## src/rtl/i2s_rx_sequencer.sv

```systemverilog
// I2S receive sequencer: SCK/WS sync, WS framing lock, stereo frame capture.
// Define I2S_RX_FRAME_CNT_EN to add the 16-bit frame_count output.
module i2s_rx_sequencer #(
  parameter int BITS_PER_CH = 32,
  parameter int LOCK_FRAMES = 4,
  parameter int TIMEOUT     = 255,
  parameter int CAPTURE_DLY = 4
) (
  input  logic        clk,
  input  logic        rst,
  input  logic        enable,
  input  logic        sck,
  input  logic        ws,
  input  logic [31:0] rx_data_left,
  input  logic [31:0] rx_data_right,
  output logic        rx_en,
  output logic        locked,
  output logic        smp_valid,
  input  logic        smp_ready,
  output logic [31:0] smp_left,
  output logic [31:0] smp_right,
  output logic        overflow,
  output logic [7:0]  err_count
`ifdef I2S_RX_FRAME_CNT_EN
  ,
  output logic [15:0] frame_count
`endif
);

  localparam int TW = $clog2(TIMEOUT + 1);
  localparam int GW = $clog2(2 * LOCK_FRAMES + 1);
  localparam int CW = $clog2(CAPTURE_DLY + 1);
  localparam logic [TW-1:0] TMAX = TW'(TIMEOUT);
  localparam logic [GW-1:0] GOAL = GW'(2 * LOCK_FRAMES);

  typedef enum logic [1:0] {
    IDLE, SEARCH, LOCKING, LOCKED
  } state_t;

  state_t state, state_nxt;

  logic [1:0]    sck_sync, ws_sync;
  logic          sck_d, ws_prev;
  logic          sck_rise, ws_edge;
  logic          half_good, frame_done;
  logic [6:0]    bit_cnt;
  logic [TW-1:0] to_cnt, to_nxt;
  logic          timeout;
  logic [GW-1:0] good_cnt, good_nxt;
  logic [7:0]    err_nxt;
  logic          cap_pend;
  logic [CW-1:0] cap_cnt;
  logic          cap_fire, cap_load;

  assign sck_rise   = sck_sync[1] & ~sck_d;
  assign ws_edge    = sck_rise & (ws_sync[1] ^ ws_prev);
  assign half_good  = (bit_cnt == 7'(BITS_PER_CH));
  assign frame_done = ws_edge & half_good & ~ws_sync[1];

  always_ff @(posedge clk or negedge rst) begin
    if (!rst) begin
      sck_sync <= '0;
      ws_sync  <= '0;
      sck_d    <= 1'b0;
      ws_prev  <= 1'b0;
      bit_cnt  <= '0;
      to_cnt   <= '0;
    end else begin
      sck_sync <= {sck_sync[0], sck};
      ws_sync  <= {ws_sync[0], ws};
      sck_d    <= sck_sync[1];
      to_cnt   <= to_nxt;
      if (sck_rise)
        ws_prev <= ws_sync[1];
      // first SCK of a new half-frame counts as bit 1
      if (ws_edge)
        bit_cnt <= 7'd1;
      else if (sck_rise && bit_cnt != 7'd127)
        bit_cnt <= bit_cnt + 7'd1;
    end
  end

  always_comb begin
    to_nxt = to_cnt;
    if (sck_rise)
      to_nxt = '0;
    else if (to_cnt != TMAX)
      to_nxt = to_cnt + TW'(1);
  end

  assign timeout = (to_nxt == TMAX);

  always_comb begin
    state_nxt = state;
    good_nxt  = good_cnt;
    err_nxt   = err_count;
    unique case (state)
      IDLE:
        if (enable) state_nxt = SEARCH;
      SEARCH: begin
        good_nxt = '0;
        if (ws_edge) state_nxt = LOCKING;
      end
      LOCKING: begin
        if (ws_edge) begin
          good_nxt = half_good ? good_cnt + GW'(1) : '0;
          if (half_good && good_cnt == GOAL - GW'(1))
            state_nxt = LOCKED;
        end else if (timeout) begin
          state_nxt = SEARCH;
        end
      end
      LOCKED: begin
        if (ws_edge && !half_good) begin
          state_nxt = SEARCH;
          if (err_count != 8'hFF) err_nxt = err_count + 8'd1;
        end else if (timeout) begin
          state_nxt = SEARCH;
        end
      end
    endcase
    if (!enable) begin
      state_nxt = IDLE;
      good_nxt  = '0;
    end
  end

  always_ff @(posedge clk or negedge rst) begin
    if (!rst) begin
      state     <= IDLE;
      good_cnt  <= '0;
      err_count <= '0;
    end else begin
      state     <= state_nxt;
      good_cnt  <= good_nxt;
      err_count <= err_nxt;
    end
  end

  assign locked = (state == LOCKED);
  assign rx_en  = locked;

  assign cap_fire = cap_pend & (cap_cnt == CW'(1)) & (state_nxt == LOCKED);
  assign cap_load = cap_fire & ~(smp_valid & ~smp_ready);

  always_ff @(posedge clk or negedge rst) begin
    if (!rst) begin
      cap_pend <= 1'b0;
      cap_cnt  <= '0;
    end else if (state_nxt != LOCKED) begin
      cap_pend <= 1'b0;
    end else if (state == LOCKED && frame_done) begin
      cap_pend <= 1'b1;
      cap_cnt  <= CW'(CAPTURE_DLY);
    end else if (cap_pend) begin
      cap_cnt <= cap_cnt - CW'(1);
      if (cap_cnt == CW'(1)) cap_pend <= 1'b0;
    end
  end

  always_ff @(posedge clk or negedge rst) begin
    if (!rst) begin
      smp_valid <= 1'b0;
      overflow  <= 1'b0;
      smp_left  <= '0;
      smp_right <= '0;
    end else if (!enable) begin
      smp_valid <= 1'b0;
      overflow  <= 1'b0;
    end else if (cap_fire) begin
      // a full, stalled output keeps the old sample
      if (!cap_load) begin
        overflow <= 1'b1;
      end else begin
        smp_valid <= 1'b1;
        smp_left  <= rx_data_left;
        smp_right <= rx_data_right;
      end
    end else if (smp_ready) begin
      smp_valid <= 1'b0;
    end
  end

`ifdef I2S_RX_FRAME_CNT_EN
  always_ff @(posedge clk or negedge rst) begin
    if (!rst)
      frame_count <= '0;
    else if (!enable || state == IDLE)
      frame_count <= '0;
    else if (cap_load)
      frame_count <= frame_count + 16'd1;
  end
`endif

endmodule

```

## config.mk

```make
export PLATFORM = sky130hd
export DESIGN_NAME = i2s_rx_sequencer
export DESIGN_NICKNAME = d
export VERILOG_FILES = /design/src/rtl/i2s_rx_sequencer.sv
export SDC_FILE = /design/constraint.sdc
export NUM_CORES = 1
export LEC_CHECK = 0
export CAP_MARGIN = 40
export CORE_MARGIN = 3
export CORE_UTILIZATION = 47
export CTS_BUF_LIST = sky130_fd_sc_hd__clkbuf_16
export CTS_CLUSTER_DIAMETER = 30
export DETAILED_ROUTE_END_ITERATION = 8
export PLACE_DENSITY = 0.84
export SKIP_LAST_GASP = 1
export SLEW_MARGIN = 15
export SYNTH_ARGS = -nofsm -noshare
export SYNTH_HDL_FRONTEND = slang
export SYNTH_SLANG_ARGS = --single-unit
```

## constraint.sdc

```tcl
create_clock -name clk -period 3.7 [get_ports clk]
set_clock_uncertainty 0.1 [all_clocks]
set_input_delay 0.74 -clock clk [delete_from_list [all_inputs] [get_ports clk]]
set_output_delay 0.74 -clock clk [all_outputs]
set_load 0.03 [all_outputs]
```

==> metrics.txt <==
status completed; detailed placement HPWL 7471 um; reg2reg end smp_right[2]; sequential area share after synthesis 54.79%; DR vias/cell 5.137; # diodes 0; area of the mapped netlist 0.004796 sq mm; Warnings, synthesis 0; CORE AREA 0.009864 sq mm; I/O pins 146; post-CTS resize count 0; initial antenna violation count 0; number of setup violations in the final report 0; RSZ-0062 raised after global routing no; Overflow after GRT 0; Sw Share 25.51%; cell-internal power 0.001793 W; Slew HR 50.05%; CP Launch Type flop; largest net degree at the start of global routing 85; Async S/R FF share, synth 100.0%; worst reg2reg path startpoint to_cnt[0]; Power Density 365.7 mW/mm^2; Leakage Power 3.135 nW; Starting Density 48.62%; Main synth FF type dfrtp_1; max-cap violations 0; Comb pwr share 10.6%; # rows 36; postcts setup bufs 0; vias in the first global route 3353; Die Area 0.01145 sq mm; Post-DP Area 0.006294 sq mm; TritonCTS Buffers 9; TNS Setup 0 ns; first-pass detailed-route iteration total 4; hold buffer count at cts 0; CTS Sinks 105; fin crit period 3.068 ns; Avg WL per Cell 16.50 um; Routed Antenna Nets 0; via count 3262; most common cell after layout, fill and taps aside clkdlybuf4s50_1; final period utilization 82.91%; Worst Reg-to-Reg Cells 8; design area 0.006584 sq mm; Worst Path Arrival 3.19 ns; input/output buffers 145; first-pass GRT wire length 16650 um; clock network power share 37.8%; root buffer cell clkbuf_16; Worst setup EP type flop; Net Switching 0.0006142 W; Slew @ Worst Pin 0.7424 ns; Layout Nets 574; Distinct cells, synth 50; average instance area after synthesis 13.70 sq um; H-tree depth 3; Post-synth EDFFs 0; drc violations 0; maximum fanout along the worst path 64; Worst-Skew Late Latency 0.34 ns; Pins Over Slew Limit 0; worst reg-to-reg setup slack 0.63 ns; Yosys reg bits 105; fill cell count 679; die height 107.0 um; Final GP Congestion 0.8884; Flop pwr share 51.6%; critical path type flop to flop; synthesized instance count 350; die width 107.0 um; GR Util All Layers 18.22%; FMAX 326.0 MHz; initial DRC count 155; CTS tree done; Worst-path clk slew 0.07 ns; maximum resistive drop on vdd 0.2381 mV; synthesis-to-finish area growth 37.28%; commonest cells after routing, fill and taps aside clkdlybuf4s50_1, dfrtp_1, mux2_4; Post-Synthesis Net Count 427; Worst Hold Class input pin to async pin; ratio of cells with drive above 1 in the final layout 19.12%; final hold violation count 0; Worst EP required 3.82 ns; Max clock buf depth 2; final WL 10480 um
## power by group through the flow
stage | logic [W] | registers [W] | clock network (W)
global route | 0.000285 | 0.00125 | 0.000975
global placement | 0.000242 | 0.00126 | 0
CTS | 0.000259 | 0.00124 | 0.000934
floorplan | 0.000122 | 0.00125 | 0
detailed placement | 0.000257 | 0.00126 | 0
finish | 0.000255 | 0.00124 | 0.000911
## state kept, by name (all words and copies together) (netlist names)
name,flops
good_cnt,4
cap_pend,1
to_cnt,8
smp_right,32
ws_sync,2
sck_sync,2
overflow,1
cap_cnt,3
state,2
sck_d,1
err_count,8
bit_cnt,7
ws_prev,1
smp_valid,1
smp_left,32
## metrics by stage
stage | cells | total power [W] | setup slack, ns | hold slack, ns | util [%]
after floorplan | 350 | 0.001375 | 1.034 | 0.2312 | -
after global placement | 618 | 0.001499 | 0.7592 | 0.2371 | 63.80
after detailed placement | 618 | 0.001518 | 0.6507 | 0.2463 | 63.80
after CTS | 634 | 0.002433 | 0.6287 | 0.1785 | 66.69
after global routing | 635 | 0.002509 | 0.4385 | 0.1862 | 66.74
final | 635 | 0.002408 | 0.6322 | 0.1739 | 66.74
## Yosys cell counts, types with 4 or more instances
cell,instances,area [sq um]
a21oi_1,10,50.05
nor3_1,4,20.02
nand4_1,5,31.28
xnor2_1,9,78.83
o21ai_0,8,40.04
nand2_1,20,75.07
inv_1,11,41.29
nor2b_1,4,25.02
ha_1,7,87.58
xor2_1,4,35.03
a31oi_1,8,50.05
buf_12,6,120.1
mux2_2,5,56.30
mux2_4,60,900.9
and3_1,6,37.54
nor2_1,24,90.09
nand2b_1,7,43.79
dfrtp_1,105,2628
## cells by family after synthesis
family	after synthesis	synth area share [%]
xor gates and xnor gates	13	2.374
AOI/OAI and AO/OA	41	5.505
muxes	67	20.38
DFF	105	54.79
buffers and inverters	23	4.148
and+or+nand+nor	94	10.98
adders and majority gates	7	1.826
## cell type report
type | instances | area [sq um] | share of cell area, %
Sequential cell | 105 | 2628 | 39.91
Multi-Input combinational cell | 222 | 1969 | 29.91
Timing Repair Buffer | 148 | 1494 | 22.69
Clock buffer | 9 | 225.2 | 3.421
Tap cell | 133 | 166.4 | 2.528
Clock inverter | 7 | 60.06 | 0.9122
Inverter | 11 | 41.29 | 0.6271
## per-layer routing
metal,vias to the layer above,share of wire [%],track usage (%)
li1,1528,-,-
met1,1608,42,22.59
met2,106,51,31.38
met3,20,4.8,4.214
met4,0,2.5,6.210
met5,-,0,0
## critical path, stage by stage, from the launching register on
cell and delay, ns:
dfrtp_1 0.44, ha_1 0.36, nand2_1 0.16, nor3_4 0.28, mux2i_1 0.11, or4b_4 0.59
nand3_4 0.10, buf_12 0.39, mux2_2 0.39
## worst max path at each step
stage          startpoint            to  depth (start not counted)
2_1_floorplan   to_cnt[0]   smp_left[0]                         10
3_3_place_gp    to_cnt[0]  smp_right[3]                          8
3_5_place_dp    to_cnt[0]  smp_right[2]                          8
4_1_cts         to_cnt[0]  smp_right[2]                          8
5_1_grt         to_cnt[0]  smp_right[3]                          8
6_report        to_cnt[0]  smp_right[2]                          8
Power figures use the tool's default switching activity.
